[config.mk]
export PLATFORM = sky130hd
export DESIGN_NAME = seq_pattern_tx_flat
export DESIGN_NICKNAME = d
export VERILOG_FILES = /design/src/rtl/lab7_pkg.sv /design/src/rtl/seq_pattern_tx_if.sv /design/src/rtl/seq_pattern_tx_down_counter.sv /design/src/rtl/seq_pattern_tx.sv /design/src/flat_wrapper.sv
export SDC_FILE = /design/constraint.sdc
export NUM_CORES = 1
export LEC_CHECK = 0
export CORE_MARGIN = 8
export CORE_UTILIZATION = 30
export CTS_CLUSTER_SIZE = 10
export DETAILED_ROUTE_END_ITERATION = 6
export GPL_TIMING_DRIVEN = 0
export PLACE_DENSITY = 0.49
export RECOVER_POWER = 50
export SETUP_SLACK_MARGIN = 0.4
export SLEW_MARGIN = 5
export SYNTH_ARGS = -nofsm -noshare
export SYNTH_HDL_FRONTEND = slang
export SYNTH_SLANG_ARGS = --single-unit
[constraint.sdc]
create_clock -name clk -period 6.2 [get_ports clk]
set_input_delay 1.24 -clock clk [delete_from_list [all_inputs] [get_ports clk]]
set_output_delay 1.24 -clock clk [all_outputs]
set_load 0.05 [all_outputs]
[src/rtl/lab7_pkg.sv]
// Shared definitions for the lab 7 serial pattern transmitter:
// FSM state encoding and the default widths of the datapath.
package lab7_pkg;

  // Default widths; LEN_W must be able to hold W itself, i.e. $clog2(W+1).
  localparam int DEF_W     = 8;
  localparam int DEF_LEN_W = 4;
  localparam int DEF_GAP_W = 4;
  localparam int DEF_REP_W = 4;

  // Encoding is visible on out_state, so the values are fixed explicitly.
  typedef enum logic [1:0] {
    IDLE  = 2'b00,
    SHIFT = 2'b01,
    GAP   = 2'b10,
    DONE  = 2'b11
  } state_e;

endpackage : lab7_pkg

[src/rtl/seq_pattern_tx_if.sv]
// Request/response bundle of the pattern transmitter. The master side
// (stimulus controller or bench) drives the request; the transmitter
// is the slave and returns the serial stream plus status.
interface seq_pattern_tx_if
  import lab7_pkg::*;
#(
  parameter int W     = DEF_W,
  parameter int LEN_W = DEF_LEN_W,
  parameter int GAP_W = DEF_GAP_W,
  parameter int REP_W = DEF_REP_W
);

  // Request side
  logic             start;
  logic [W-1:0]     pattern;
  logic [LEN_W-1:0] len;
  logic [REP_W-1:0] rep;
  logic [GAP_W-1:0] gap;

  // Response side
  logic             out;
  logic             valid;
  logic             busy;
  logic             done;
  logic [1:0]       out_state;

  modport master (
    output start, pattern, len, rep, gap,
    input  out, valid, busy, done, out_state
  );

  modport slave (
    input  start, pattern, len, rep, gap,
    output out, valid, busy, done, out_state
  );

endinterface : seq_pattern_tx_if

[src/rtl/seq_pattern_tx_down_counter.sv]
// Loadable down counter with a zero flag. Load wins over enable, and the
// count saturates at zero instead of wrapping, so a caller that keeps
// enable high past the end simply sees zero_o stay asserted.
module down_counter #(
  parameter int WIDTH = 4
) (
  input  logic             clk,
  input  logic             rst,
  input  logic             load_i,
  input  logic             en_i,
  input  logic [WIDTH-1:0] load_val_i,
  output logic [WIDTH-1:0] count_o,
  output logic             zero_o
);

  logic [WIDTH-1:0] count_q;

  // Count register: synchronous clear, load, or saturating decrement.
  // NOTE: sequential state uses non-blocking (<=) so every flop samples
  // pre-edge values, independent of the order blocks are evaluated in.
  always_ff @(posedge clk) begin
    if (rst) begin
      count_q <= '0;
    end else if (load_i) begin
      count_q <= load_val_i;
    end else if (en_i && (count_q != '0)) begin
      count_q <= count_q - WIDTH'(1);
    end
  end

  assign count_o = count_q;
  assign zero_o  = (count_q == '0);

endmodule : down_counter

[src/rtl/seq_pattern_tx.sv]
// Serial pattern transmitter. A request latched in IDLE is shifted out
// MSB-first (bit len-1 first), repeated rep+1 times with gap idle cycles
// between repetitions, and closed by a one-cycle DONE. All outputs come
// straight from flops, so a downstream detector sees clean edges.
module seq_pattern_tx
  import lab7_pkg::*;
#(
  parameter int W     = DEF_W,
  parameter int LEN_W = DEF_LEN_W,
  parameter int GAP_W = DEF_GAP_W,
  parameter int REP_W = DEF_REP_W
) (
  input  logic            clk,
  input  logic            rst,
  seq_pattern_tx_if.slave bus
);

  // ---------------------------------------------------------------------
  // State, shadow copies of the request, output flops
  // ---------------------------------------------------------------------
  state_e           state_q, state_d;
  logic [W-1:0]     pat_q,   pat_d;
  logic [LEN_W-1:0] len_q,   len_d;
  logic [GAP_W-1:0] gap_q,   gap_d;

  logic out_q,   out_d;
  logic valid_q, valid_d;
  logic busy_q,  busy_d;
  logic done_q,  done_d;

  // Counter controls
  logic             idx_load, idx_en, idx_zero;
  logic [LEN_W-1:0] idx_load_val, idx_cnt, idx_next;
  logic             gap_load, gap_en, gap_zero;
  logic [GAP_W-1:0] gap_load_val, gap_cnt;
  logic             rep_load, rep_en, rep_zero;
  logic [REP_W-1:0] rep_cnt;

  logic             accept;
  logic [LEN_W-1:0] len_eff;

  // Select one pattern bit by a LEN_W-wide index without a width-mismatched
  // bit-select; indices at or above W read as 0.
  function automatic logic bit_at(input logic [W-1:0] p, input logic [LEN_W-1:0] i);
    logic b;
    b = 1'b0;
    for (int k = 0; k < W; k++) begin
      if (i == LEN_W'(k)) b = p[k];
    end
    return b;
  endfunction

  // Oversized lengths are clamped so the index never points past the pattern.
  assign len_eff = (bus.len > LEN_W'(W)) ? LEN_W'(W) : bus.len;
  assign accept  = (state_q == IDLE) && bus.start && (bus.len != '0);

  // ---------------------------------------------------------------------
  // Counters: bit index, gap length, remaining repetitions
  // ---------------------------------------------------------------------
  down_counter #(.WIDTH(LEN_W)) u_idx_cnt (
    .clk        (clk),
    .rst        (rst),
    .load_i     (idx_load),
    .en_i       (idx_en),
    .load_val_i (idx_load_val),
    .count_o    (idx_cnt),
    .zero_o     (idx_zero)
  );

  down_counter #(.WIDTH(GAP_W)) u_gap_cnt (
    .clk        (clk),
    .rst        (rst),
    .load_i     (gap_load),
    .en_i       (gap_en),
    .load_val_i (gap_load_val),
    .count_o    (gap_cnt),
    .zero_o     (gap_zero)
  );

  down_counter #(.WIDTH(REP_W)) u_rep_cnt (
    .clk        (clk),
    .rst        (rst),
    .load_i     (rep_load),
    .en_i       (rep_en),
    .load_val_i (bus.rep),
    .count_o    (rep_cnt),
    .zero_o     (rep_zero)
  );

  // State register, shadow registers and output flops.
  // NOTE: the shadow registers are cleared on reset too; they are a handful
  // of flops, not a memory array, so the clear costs nothing and keeps the
  // post-reset state fully defined.
  always_ff @(posedge clk) begin
    if (rst) begin
      state_q <= IDLE;
      pat_q   <= '0;
      len_q   <= '0;
      gap_q   <= '0;
      out_q   <= 1'b0;
      valid_q <= 1'b0;
      busy_q  <= 1'b0;
      done_q  <= 1'b0;
    end else begin
      state_q <= state_d;
      pat_q   <= pat_d;
      len_q   <= len_d;
      gap_q   <= gap_d;
      out_q   <= out_d;
      valid_q <= valid_d;
      busy_q  <= busy_d;
      done_q  <= done_d;
    end
  end

  // Next-state and counter control. The gap counter is loaded with gap-1
  // and left on zero, which gives exactly gap cycles in GAP.
  // NOTE: every signal written here gets a default first, so no path through
  // the case statement can leave one unassigned and infer a latch.
  always_comb begin
    state_d      = state_q;
    pat_d        = pat_q;
    len_d        = len_q;
    gap_d        = gap_q;
    idx_load     = 1'b0;
    idx_load_val = len_q - LEN_W'(1);
    idx_en       = (state_q == SHIFT);
    gap_load     = 1'b0;
    gap_load_val = gap_q - GAP_W'(1);
    gap_en       = 1'b0;
    rep_load     = 1'b0;
    rep_en       = 1'b0;

    unique case (state_q)
      IDLE: begin
        if (accept) begin
          state_d      = SHIFT;
          pat_d        = bus.pattern;
          len_d        = len_eff;
          gap_d        = bus.gap;
          idx_load     = 1'b1;
          idx_load_val = len_eff - LEN_W'(1);
          rep_load     = 1'b1;
        end
      end
      SHIFT: begin
        if (idx_zero) begin
          if (rep_zero) begin
            state_d = DONE;
          end else begin
            rep_en = 1'b1;
            if (gap_q == '0) begin
              // Back-to-back repetition: reload the index, no bubble.
              idx_load = 1'b1;
            end else begin
              state_d  = GAP;
              gap_load = 1'b1;
            end
          end
        end
      end
      GAP: begin
        if (gap_zero) begin
          state_d  = SHIFT;
          idx_load = 1'b1;
        end else begin
          gap_en = 1'b1;
        end
      end
      DONE: begin
        state_d = IDLE;
      end
      default: state_d = IDLE;
    endcase
  end

  // Index the counter will hold after this edge; mirrors down_counter.
  assign idx_next = idx_load ? idx_load_val :
                    (idx_en && !idx_zero) ? (idx_cnt - LEN_W'(1)) : idx_cnt;

  // Output values for the next cycle, derived from the next state so the
  // registered outputs line up with state_q.
  always_comb begin
    out_d   = (state_d == SHIFT) && bit_at(pat_d, idx_next);
    valid_d = (state_d == SHIFT);
    busy_d  = (state_d != IDLE);
    done_d  = (state_d == DONE);
  end

  assign bus.out       = out_q;
  assign bus.valid     = valid_q;
  assign bus.busy      = busy_q;
  assign bus.done      = done_q;
  assign bus.out_state = state_q;

endmodule : seq_pattern_tx

[src/flat_wrapper.sv]
// flat-port wrapper written by rule: the top's interface ports become plain ports
module seq_pattern_tx_flat import lab7_pkg::*;
#(
  parameter int W     = DEF_W,
  parameter int LEN_W = DEF_LEN_W,
  parameter int GAP_W = DEF_GAP_W,
  parameter int REP_W = DEF_REP_W
)
  (clk, rst, bus_start, bus_pattern, bus_len, bus_rep, bus_gap, bus_out, bus_valid, bus_busy, bus_done, bus_out_state);
  seq_pattern_tx_if #(.W(W), .LEN_W(LEN_W), .GAP_W(GAP_W), .REP_W(REP_W)) bus_i ();
  input  logic clk;
  input  logic rst;
  input wire logic [$bits(bus_i.start)-1:0] bus_start;
  input wire logic [$bits(bus_i.pattern)-1:0] bus_pattern;
  input wire logic [$bits(bus_i.len)-1:0] bus_len;
  input wire logic [$bits(bus_i.rep)-1:0] bus_rep;
  input wire logic [$bits(bus_i.gap)-1:0] bus_gap;
  output wire logic [$bits(bus_i.out)-1:0] bus_out;
  output wire logic [$bits(bus_i.valid)-1:0] bus_valid;
  output wire logic [$bits(bus_i.busy)-1:0] bus_busy;
  output wire logic [$bits(bus_i.done)-1:0] bus_done;
  output wire logic [$bits(bus_i.out_state)-1:0] bus_out_state;
  assign bus_i.start = bus_start;
  assign bus_i.pattern = bus_pattern;
  assign bus_i.len = bus_len;
  assign bus_i.rep = bus_rep;
  assign bus_i.gap = bus_gap;
  assign bus_out = bus_i.out;
  assign bus_valid = bus_i.valid;
  assign bus_busy = bus_i.busy;
  assign bus_done = bus_i.done;
  assign bus_out_state = bus_i.out_state;
  seq_pattern_tx #(.W(W), .LEN_W(LEN_W), .GAP_W(GAP_W), .REP_W(REP_W)) u_core (.clk(clk), .rst(rst), .bus(bus_i));
endmodule
# [Yosys cells after proc, flatten, opt, wreduce, memory -nomap -nowiden]
# Index checks and enable logic that the tools add are counted.
[totals] ff_bits=34 output_inout_bits=6 input_bits=23 wordCells=96
[op_classes] addsub=6 muxes=43 n_lt_le_gt_ge=1 n_eq_ne=12 reduce_logical=23
[ops] op="4-bit two-way mux" n=11
[ops] op="4-bit by 1-bit subtractor with 4-bit output (second input constant)" n=6
[ops] op="1-bit two-way mux" n=23
[ops] op="4-bit logical NOT" n=5
[ops] op="4-bit by 3-bit == test with 1-bit output (second input constant)" n=4
[ops] op="8-bit two-way mux" n=2
[ops] op="4-bit nonzero test" n=4
[ops] op="2-bit two-way mux" n=5
[ops] op="4-bit by 2-bit == test with 1-bit output (second input constant)" n=2
[ops] op="2-bit one-hot mux with 4 select lines" n=1
[ops] op="2-bit nonzero test" n=4
[ops] op="1-bit logical AND" n=7
[ops] op="2-bit == test (second input constant)" n=3
[ops] op="2-bit by 1-bit == test with 1-bit output (second input constant)" n=2
[ops] op="4-bit by 1-bit == test with 1-bit output (second input constant)" n=1
[ops] op="4-bit > comparator (second input constant)" n=1
[ops] op="1-bit one-hot mux with 3 select lines" n=1
[ops] op="2-bit logical NOT" n=1
[ops] op="2-bit AND reduction" n=1
[ops] op="1-bit logical NOT" n=1

# [Logic depth before layout (Yosys ltp)]
# Gate-level depths: netlist of the first run.
[depth] ltp_word=16 depth_mapped=10 ltp_nobuf=9

# [Modules after synthesis]
# A second synthesis of the first run with hierarchy kept.
[unflattened] cells_unflattened=243 hier_area_um2=2063.2
[modules_own_cells] mod="seq_pattern_tx" n_inst=1 area_per_inst_um2=1275.0 cells_per_inst=156 seq_area_each_um2=440.4
[modules_own_cells] mod="down_counter" n_inst=3 area_per_inst_um2=262.8 cells_per_inst=29 seq_area_each_um2=80.1

# [Worst setup path before layout of the first run]
# OpenSTA, ideal clock, no wires.
[synth_path] path_type="input-to-reg" startpoint="input port bus_len[3]" endpoint="register u_core.out_q (netlist: u_core.bus.out)" cell_stages=8 n_path_buf=1 path_slack_ps=2978 setup_time_ps=120 arrival_ps=3102 required_time_ps=6080 cell_sequence="or4_4 > a22oi_4 > and2_1 > buf_6 > mux2i_2 > nor2b_4 > a22o_1 > o31a_1"
[synth_between] elab_chain_len=16 elab_cells_between_ends=32 classes_between="add/sub (1); order compare (1); eq/ne (8); mux (18); reduce/logical (4)"
[synth_lines] item="start: declaration" line="flat_wrapper.sv:15" rtl="input wire logic [$bits(bus_i.len)-1:0] bus_len;"
[synth_lines] item="4-bit > comparator" line="seq_pattern_tx.sv:54" rtl="assign len_eff = (bus.len > LEN_W'(W)) ? LEN_W'(W) : bus.len;"
[synth_lines] item="4-bit two-way mux" line="seq_pattern_tx.sv:54"
[synth_lines] item="4-bit by 1-bit subtractor with 4-bit output" line="seq_pattern_tx.sv:142" rtl="idx_load_val = len_eff - LEN_W'(1);"
[synth_lines] item="4-bit two-way mux" line="seq_pattern_tx.sv:136" rtl="if (accept) begin"
[synth_lines] item="4-bit two-way mux" line="seq_pattern_tx.sv:134" rtl="unique case (state_q)"
[synth_lines] item="4-bit two-way mux" line="seq_pattern_tx.sv:178" rtl="assign idx_next = idx_load ? idx_load_val :"
[synth_lines] item="4-bit logical NOT" line="seq_pattern_tx.sv:48" rtl="if (i == LEN_W'(k)) b = p[k];"
[synth_lines] item="1-bit two-way mux (8 in a row)" line="seq_pattern_tx.sv:48"
[synth_lines] item="1-bit logical AND *" line="seq_pattern_tx.sv:184" rtl="out_d = (state_d == SHIFT) && bit_at(pat_d, idx_next);"
[synth_lines] item="end signal: assignment" line="seq_pattern_tx.sv:109" rtl="out_q <= out_d;"
[synth_lines] item="end: declaration" line="seq_pattern_tx.sv:26" rtl="logic out_q, out_d;"
# Every way passes the cells marked *; elsewhere a longest branch is shown, timed or not.
# A chain may end at the register's enable or synchronous reset.

# [Final worst setup path of the first run]
# Ends and elaborated chain as after synthesis.

==> metrics.cfg, run 1 <==
[floorplan]
coreArea_sq_mm=0.00592
start_util_pct=31.0
die_w_microns=94.2
pin_count=29
die_h_microns=94.2
rows=28
die-area_sq_mm=0.00888

[detailed_routing]
drt_pass1_iterations=4
routed-wl-met2_microns=2090
drc_errors=0
drt-total-wl_microns=4700
num_vias=1657
wl_per_cell_microns=14.2
detail-route-antenna-nets=0
drt_iter0_drc=91
wl_met3_microns=179
highest_layer=met4
wl_met1_microns=2360
via_per_inst=5.02

[setup_path]
worstPathRequired_ns=6.38
cp_top_family=compound AO/OA/AOI/OAI gates
cp-start-kind=primary input
r2r-end=u_core.bus.out
crit_path_end_kind=register
r2r_slack_ns=3.12
timing.rr.start=u_core.u_idx_cnt.count_o[0]
cp_num_buf_inv=1
critPathLaunch=bus_len[3]
path_depth=8
critPathCapture=u_core.bus.out
critPathKind=primary input to register
critPathMaxFanout=6
r2r_cells=9
crit_chain=dlygate4sd3_1 -> or4_1 -> a22oi_1 -> a221oi_1 -> nor2_1 -> mux4_2 -> a22o_1 -> o31a_1
cpPeakStageDelay_ns=0.60
slowest_stage=dlygate4sd3_1
arrival_ns=4.29

[power]
p_clk_share_pct=19.3
p_leak_nw=0.858
switching_share_pct=41.8
power.density_mw_per_mm2=441
power_frac_comb_pct=49.6
finalPower_mw=1.01
seq_power_share_pct=31.1
power_switching_mw=0.422
ir_drop_v=0.000156
p_int_mw=0.588

[sta]
final_max_slew_viol_count=0
holdWs_ns=0.469
setup_viol=0
fin_setup_tns_ns=0
post-route-min-period_ns=4.11
relSlewSlack_pct=31.5
rsz0062_at_grt=no
tightest_slew_ns=1.02
post-route-period-util_pct=66.2
hold_viol_final=0
finClkSkew_ns=0.00955
worst_slack_ns=2.09
max_freq_ghz=0.243

[yosys]
synth-seq-area-share_pct=37.1
synth_cell_types=51
yosys_warnings=0
syn_avg_cell_area_sq_um=8.38
synth_area_sq_mm=0.00184
synth-edff-count=0
syn_nets=248
synthArstFlopShare_pct=0
ys.flop_type=dfxtp_1
ys_seq_elements=34
syn-instance-count=219

[hold_path]
hold_class=register to register

[cts]
cts_buffers=5
postCtsSetupBuffers=0
clock-sinks=34
cts_tree=built
postCtsHoldBufs=0
clk_pin_slew_ns=0.07
ctsHtreeMaxLevel=2
cts_resized=0
cts_root_buf=clkbuf_8
clkLatencyLatePin_ns=0.29
clock_path_buffers=2

[status]
status=finished clean

[placement]
dpl.hpwl_microns=3510
port_buffers=28
pre_cts_ws_ns=2.16
routabilityCongestion=0.795

[grt]
grt_pass1_wl_microns=7780
grt_max_degree=11
grt_overflow=0
antenna_found_initial=0
grt_pass1_vias=1618
grt_usage_pct=11.2

[layout]
layout-drive-gt1-share_pct=8.24
nFillCells=622
layout_common_cells=dfxtp_1, nand2_1, a21oi_1
nets=283
areaGrowthSynthToFinish_pct=24.8
antennaDiodeCount=0
post-route-util_pct=38.7
layout_commonest_cell=dfxtp_1

[job]
cap_violations=0

registers in the layout, indices dropped and copies added (netlist names):
name / cells
u_core.u_idx_cnt.count_o: 4
u_core.len_q: 4
u_core.pat_q: 8
u_core.bus.out: 1
u_core.bus.out_state: 2
u_core.bus.busy: 1
u_core.u_gap_cnt.count_o: 4
u_core.bus.done: 1
u_core.u_rep_cnt.count_o: 4
u_core.gap_q: 4
u_core.bus.valid: 1
final cells by class:
| cell class | instances | area, sq um | area share (%) |
|---|---|---|---|
| multi-input combinational | 169 | 1060 | 46.1 |
| sequential | 34 | 681 | 29.7 |
| timing repair buffer | 28 | 280 | 12.2 |
| clock buffer | 8 | 110 | 4.81 |
| tap | 75 | 93.8 | 4.10 |
| buffer | 9 | 42.5 | 1.86 |
| inverter | 7 | 26.3 | 1.15 |
worst reg2reg max path, stage by stage, from the launching register on:
cell	delay, ns
dfxtp_1	0.33
inv_1	0.10
ha_1	0.16
nor3b_1	0.41
nand4_1	0.23
a221oi_1	0.70
nor2_1	0.26
mux4_2	0.35
a22o_1	0.19
o31a_1	0.24
cells in the mapped netlist (2+ instances only):
library cell,number,share of area [%]
nor4_1,3,1.0
nand2_1,33,6.7
inv_1,7,1.4
nor3_1,7,1.9
a21oi_1,27,7.4
nor2b_1,4,1.4
mux2i_1,3,1.6
nand2b_1,4,1.4
buf_1,2,0.41
nor3b_1,3,1.2
o211a_1,2,1.1
nor2_1,19,3.9
nand4_1,2,0.68
a22oi_1,4,1.6
nand3_1,4,1.1
dfxtp_1,34,37
o21ai_0,4,1.1
xor2_1,3,1.4
nor4_2,2,1.4
ha_1,6,4.1
a211oi_1,4,1.6
mux2i_2,2,1.5
and2_1,3,1.0
xnor2_1,4,1.9
clkbuf_1,5,1.0
o211ai_1,2,0.82
or3b_2,2,0.95
stage by stage:
stage,area (sq um),cells
6_report,2290,330
5_1_grt,2290,330
4_1_cts,2320,330
3_5_place_dp,2210,322
3_3_place_gp,2210,322
2_1_floorplan,1840,219
per-layer routing:
| metal | up-vias | GRT usage [%] |
|---|---|---|
| met1 | 769 | 14.5 |
| li1 | 855 | - |
| met3 | 5 | 2.56 |
| met2 | 28 | 17.2 |
| met4 | 0 | 4.76 |
| met5 | - | 0 |
cells by family after synthesis:
kind of cell | share of synthesized area [%]
XOR/XNOR | 3.34
AO/OA/AOI/OAI | 20.5
multiplexers | 4.36
AND/OR/NAND/NOR | 26.9
flip-flops | 37.1
adder cells (fa/ha/maj) | 4.09
buffers and inverters | 3.75
power groups by stage:
stage	logic [mW]	registers, mW	clock network [mW]
global route	0.559	0.321	0.212
floorplan	0.347	0.358	0
detailed placement	0.522	0.319	0
CTS	0.524	0.314	0.199
finish	0.501	0.314	0.195
global placement	0.520	0.318	0
worst min-delay path by stage:
stage | startpoint | endpoint | depth (start not counted)
2_1_floorplan | u_core.pat_q[6] | u_core.pat_q[6] | 2
3_3_place_gp | u_core.pat_q[6] | u_core.pat_q[6] | 2
3_5_place_dp | u_core.pat_q[1] | u_core.pat_q[1] | 2
4_1_cts | u_core.pat_q[6] | u_core.pat_q[6] | 2
5_1_grt | u_core.pat_q[1] | u_core.pat_q[1] | 2
6_report | u_core.pat_q[3] | u_core.pat_q[3] | 2
Power figures use the tool's default switching activity.
==> inputs of run 2 (changes only) <==
--- a/config.mk
+++ b/config.mk
@@ -10,7 +10,7 @@
 export CTS_CLUSTER_SIZE = 10
 export DETAILED_ROUTE_END_ITERATION = 6
 export GPL_TIMING_DRIVEN = 0
-export PLACE_DENSITY = 0.49
+export PLACE_DENSITY = 0.5
 export RECOVER_POWER = 50
 export SETUP_SLACK_MARGIN = 0.4
 export SLEW_MARGIN = 5
==> constraint.sdc (replaced) <==
create_clock -name clk -period 3.4 [get_ports clk]
set_input_delay 0.68 -clock clk [delete_from_list [all_inputs] [get_ports clk]]
set_output_delay 0.68 -clock clk [all_outputs]
set_load 0.05 [all_outputs]
==> metrics.cfg, run 2 (synthesized netlist as in run 1, its figures left out) <==
[detailed_routing]
drt_pass1_iterations=4
drc_errors=0
drt_iter0_drc=57
detail-route-antenna-nets=0
via_per_inst=4.99
drt-total-wl_microns=4690
wl_per_cell_microns=14.1
num_vias=1658

[placement]
dp.cells=322
port_buffers=28
routabilityCongestion=0.794
dpl.hpwl_microns=3490

[layout]
nets=286
post-route-util_pct=40.0
largest_reg_flops=8
antennaDiodeCount=0
layout-drive-gt1-share_pct=10.9
layout_common_cells=dfxtp_1, nand2_1, a21oi_1
fin_cells=332
areaGrowthSynthToFinish_pct=28.9
regMostFlops=u_core.pat_q
layout_commonest_cell=dfxtp_1

[status]
status=finished clean

[power]
ir_drop_v=0.000365
seq_power_share_pct=29.1
finalPower_mw=1.98
power_frac_comb_pct=51.4
p_leak_nw=0.899
power_switching_mw=0.805
switching_share_pct=40.7
power.density_mw_per_mm2=836
p_clk_share_pct=19.5
p_int_mw=1.17

[floorplan]
rows=28
die_w_microns=94.2
die-area_sq_mm=0.00888
pin_count=29
start_util_pct=31.0
die_h_microns=94.2
coreArea_sq_mm=0.00592

[setup_path]
worstPathRequired_ns=3.58
crit_path_end_kind=register
arrival_ns=3.26
critPathMaxFanout=4
cp-start-kind=primary input
critPathKind=primary input to register

[cts]
clock-sinks=34
clk_pin_slew_ns=0.07
cts_buffers=5
cts_root_buf=clkbuf_8
ctsHtreeMaxLevel=2
clkLatencyLatePin_ns=0.28
cts_tree=built
clock_path_buffers=2

[grt]
grt_usage_pct=11.7
grt_overflow=0
grt_pass1_vias=1622
grt_pass1_wl_microns=8040
antenna_found_initial=0
grt_max_degree=11

[sta]
max_freq_ghz=0.325
post-route-min-period_ns=3.08
tightest_slew_ns=0.741
fin_setup_tns_ns=0
rsz0062_at_grt=no
holdWs_ns=0.459
relSlewSlack_pct=50.1
setup_viol=0
final_max_slew_viol_count=0
post-route-period-util_pct=90.6
finClkSkew_ns=0.00516
hold_viol_final=0

[hold_path]
hold_class=register to register

[job]
cap_violations=0

==> run 2: changes by cell type in the layout (fill, tap and decap cells not counted), moves of 2 or more <==
cell            change
buf_4               +3
mux2i_2             -2
mux2i_4             +2
dlymetal6s2s_1      +2
clkbuf_8            -2
==> run 2: worst max-delay path, stage by stage <==
cell,delay [ns]
clkdlybuf4s50_1,0.46
or4_4,0.52
a22oi_1,0.42
and2_1,0.21
buf_6,0.13
mux2i_4,0.30
nor2_1,0.09
a22o_1,0.20
o31a_1,0.24
==> run 2: path summary, 6_finish.rpt <==
kind | cells after the start | end | startpoint | slack, ns
worst max-delay path | 9 | u_core.bus.out | bus_len[0] | 0.32
worst min-delay path | 2 | u_core.pat_q[6] | u_core.pat_q[6] | 0.46
worst max register to register | 9 | u_core.bus.out | u_core.u_idx_cnt.count_o[0] | 0.73
worst min register to register | 2 | u_core.pat_q[6] | u_core.pat_q[6] | 0.46
==> run 2: power groups by stage <==
stage | Combinational [mW] | Clock [mW] | Sequential [mW]
floorplan | 0.632 | 0 | 0.653
global placement | 0.947 | 0 | 0.579
detailed placement | 0.950 | 0 | 0.581
CTS | 1.03 | 0.400 | 0.573
global route | 1.13 | 0.420 | 0.590
finish | 1.02 | 0.386 | 0.574
==> run 2: cell type report <==
cell class | instances | area [sq um]
Sequential cell | 34 | 681
Buffer | 9 | 46.3
Inverter | 7 | 26.3
Tap cell | 75 | 93.8
Fill cell | 625 | 3550
Multi-Input combinational cell | 169 | 1100
Timing Repair Buffer | 31 | 308
Clock buffer | 6 | 82.6
Clock inverter | 1 | 30.0
==> run 2: metal layers <==
layer | global-route usage, % | vias to the layer above | part of all wire [%]
li1 | - | 856 | -
met5 | 0 | - | 0
met4 | 5.81 | 0 | 1.8
met2 | 17.4 | 36 | 44
met1 | 15.3 | 760 | 50
met3 | 2.56 | 6 | 4.4
==> run 2: stage by stage <==
| stage | area, sq um | setup WS (ns) |
|---|---|---|
| floorplan | 1840 | 0.738 |
| global placement | 2210 | -0.0560 |
| detailed placement | 2210 | -0.123 |
| CTS | 2360 | 0.402 |
| global route | 2370 | 0.209 |
| finish | 2370 | 0.320 |
==> run 2: what timing repair did <==
| item | CTS | global route |
|---|---|---|
| setup buffers | 2 | 1 |
| setup endpoints to repair | 1 | 8 |
| hold buffers | 0 | 0 |
| cloned | 0 | 0 |
| resized for setup | 3 | 5 |
| pin swaps | 1 | 2 |
| hold endpoints to repair | 0 | 0 |
==> inputs of run 3 (changes only) <==
==> constraint.sdc (replaced) <==
create_clock -name clk -period 3.4 [get_ports clk]
set_input_delay 1.02 -clock clk [delete_from_list [all_inputs] [get_ports clk]]
set_output_delay 1.02 -clock clk [all_outputs]
set_load 0.05 [all_outputs]
==> metrics.cfg, run 3 (synthesized netlist as in run 1, its figures left out) <==
[hold_path]
hp-start=u_core.pat_q[6]
hold_class=register to register
holdPathEnd=u_core.pat_q[6]
hold_depth=2

[setup_path]
arrival_ns=3.20
r2r_cells=9
r2r_slack_ns=0.77
r2r-end=u_core.bus.out
cp-start-kind=primary input
critPathKind=primary input to register
timing.rr.start=u_core.u_idx_cnt.count_o[0]
crit_path_end_kind=register
worstPathRequired_ns=3.61
critPathMaxFanout=10

[layout]
largest_reg_flops=8
areaGrowthSynthToFinish_pct=33.5
regMostFlops=u_core.pat_q
layout_commonest_cell=dfxtp_1
layout_common_cells=dfxtp_1, nand2_1, a21oi_1
nets=294
fin_cells=341
layout-drive-gt1-share_pct=15.8
fin_area_sq_mm=0.00245
antennaDiodeCount=0
nFillCells=633

[sta]
relSlewSlack_pct=56.2
post-route-period-util_pct=87.9
rsz0062_at_grt=yes
post-route-min-period_ns=2.99
final_max_slew_viol_count=0
hold_viol_final=0
finClkSkew_ns=0.00523
max_freq_ghz=0.334
setup_viol=0
tightest_slew_ns=0.653
fin_setup_tns_ns=0

[placement]
dpl.hpwl_microns=3490
routabilityCongestion=0.762
port_buffers=28
placed_cell_area_sq_mm=0.00222
dp.cells=322

[grt]
grt_pass1_vias=1659
antenna_found_initial=0
grt_max_degree=12
grt_usage_pct=11.2
grt_pass1_wl_microns=7820
grt_overflow=0

[floorplan]
coreArea_sq_mm=0.00592
die_h_microns=94.2
pin_count=29
die_w_microns=94.2
die-area_sq_mm=0.00888
start_util_pct=31.0
rows=28

[cts]
cts_tree=built
clkLatencyLatePin_ns=0.28
clk_pin_slew_ns=0.07
clock-sinks=34
clock_path_buffers=2
ctsHtreeMaxLevel=2
postCtsHoldBufs=0
cts_root_buf=clkbuf_8
cts_buffers=5

[detailed_routing]
drc_errors=0
drt-total-wl_microns=4730
wl_per_cell_microns=13.9
drt_iter0_drc=83
num_vias=1688
via_per_inst=4.95
drt_pass1_iterations=4
detail-route-antenna-nets=0

[power]
power.density_mw_per_mm2=829
finalPower_mw=2.03
ir_drop_v=0.000430
p_leak_nw=0.924

[job]
cap_violations=0

[status]
status=finished clean

run 3: worst max-delay path: stages:
cell and delay (ns):
clkbuf_1 0.09, or4_1 0.60, clkbuf_1 0.15, nand2_1 0.14, clkbuf_1 0.46, buf_1 0.46
nand3_1 0.13, a21oi_1 0.14
run 3: layout make-up:
cell class	count	area (sq um)	area share, %
clock inverters	2	12.5	0.511
multi-input cells	169	1150	47.1
plain buffers	9	48.8	1.99
well taps	75	93.8	3.83
flip-flops and latches	34	681	27.8
repair buffers	39	350	14.3
inverters	7	26.3	1.07
clock buffers	6	82.6	3.37
run 3: report_power, final:
part	switching (mW)	total (mW)	internal [mW]
registers	0.0789	0.573	0.495
clock network	0.158	0.321	0.163
logic	0.615	1.14	0.522
total	0.852	2.03	1.18
run 3: per-layer routing:
metal  up-vias  share of wire (%)  track usage, %
met3         4                3.4            2.24
li1        876                  -               -
met5         -                  0               0
met2        23                 45            16.8
met1       785                 50            15.0
met4         0                1.4            4.76
run 3: per-stage QoR:
step	setup slack [ns]	hold slack (ns)	utilization, %
final	0.410	0.460	41.4
after global routing	0.210	0.478	41.4
after CTS	0.409	0.461	41.0
after detailed placement	-0.352	0.450	37.5
after global placement	-0.388	0.443	37.5
after floorplan	0.420	0.433	-
run 3: worst max-delay path by stage:
| stage | from | endpoint | slack, ns | cells after the start |
|---|---|---|---|---|
| 2_1_floorplan | bus_len[3] | u_core.bus.out | 0.42 | 7 |
| 3_3_place_gp | bus_len[3] | u_core.bus.out | -0.39 | 8 |
| 3_5_place_dp | bus_len[3] | u_core.bus.out | -0.35 | 8 |
| 4_1_cts | bus_len[1] | u_core.bus.out | 0.41 | 9 |
| 5_1_grt | bus_len[2] | u_core.u_rep_cnt.count_o[2] | 0.21 | 8 |
| 6_report | bus_len[2] | u_core.u_rep_cnt.count_o[2] | 0.41 | 8 |
run 3: what timing repair did:
item / CTS / global route
gates resized for setup: 23 / 14
endpoints found under the setup margin: 11 / 11
buffers inserted: 6 / 5
pin swaps: 6 / 8
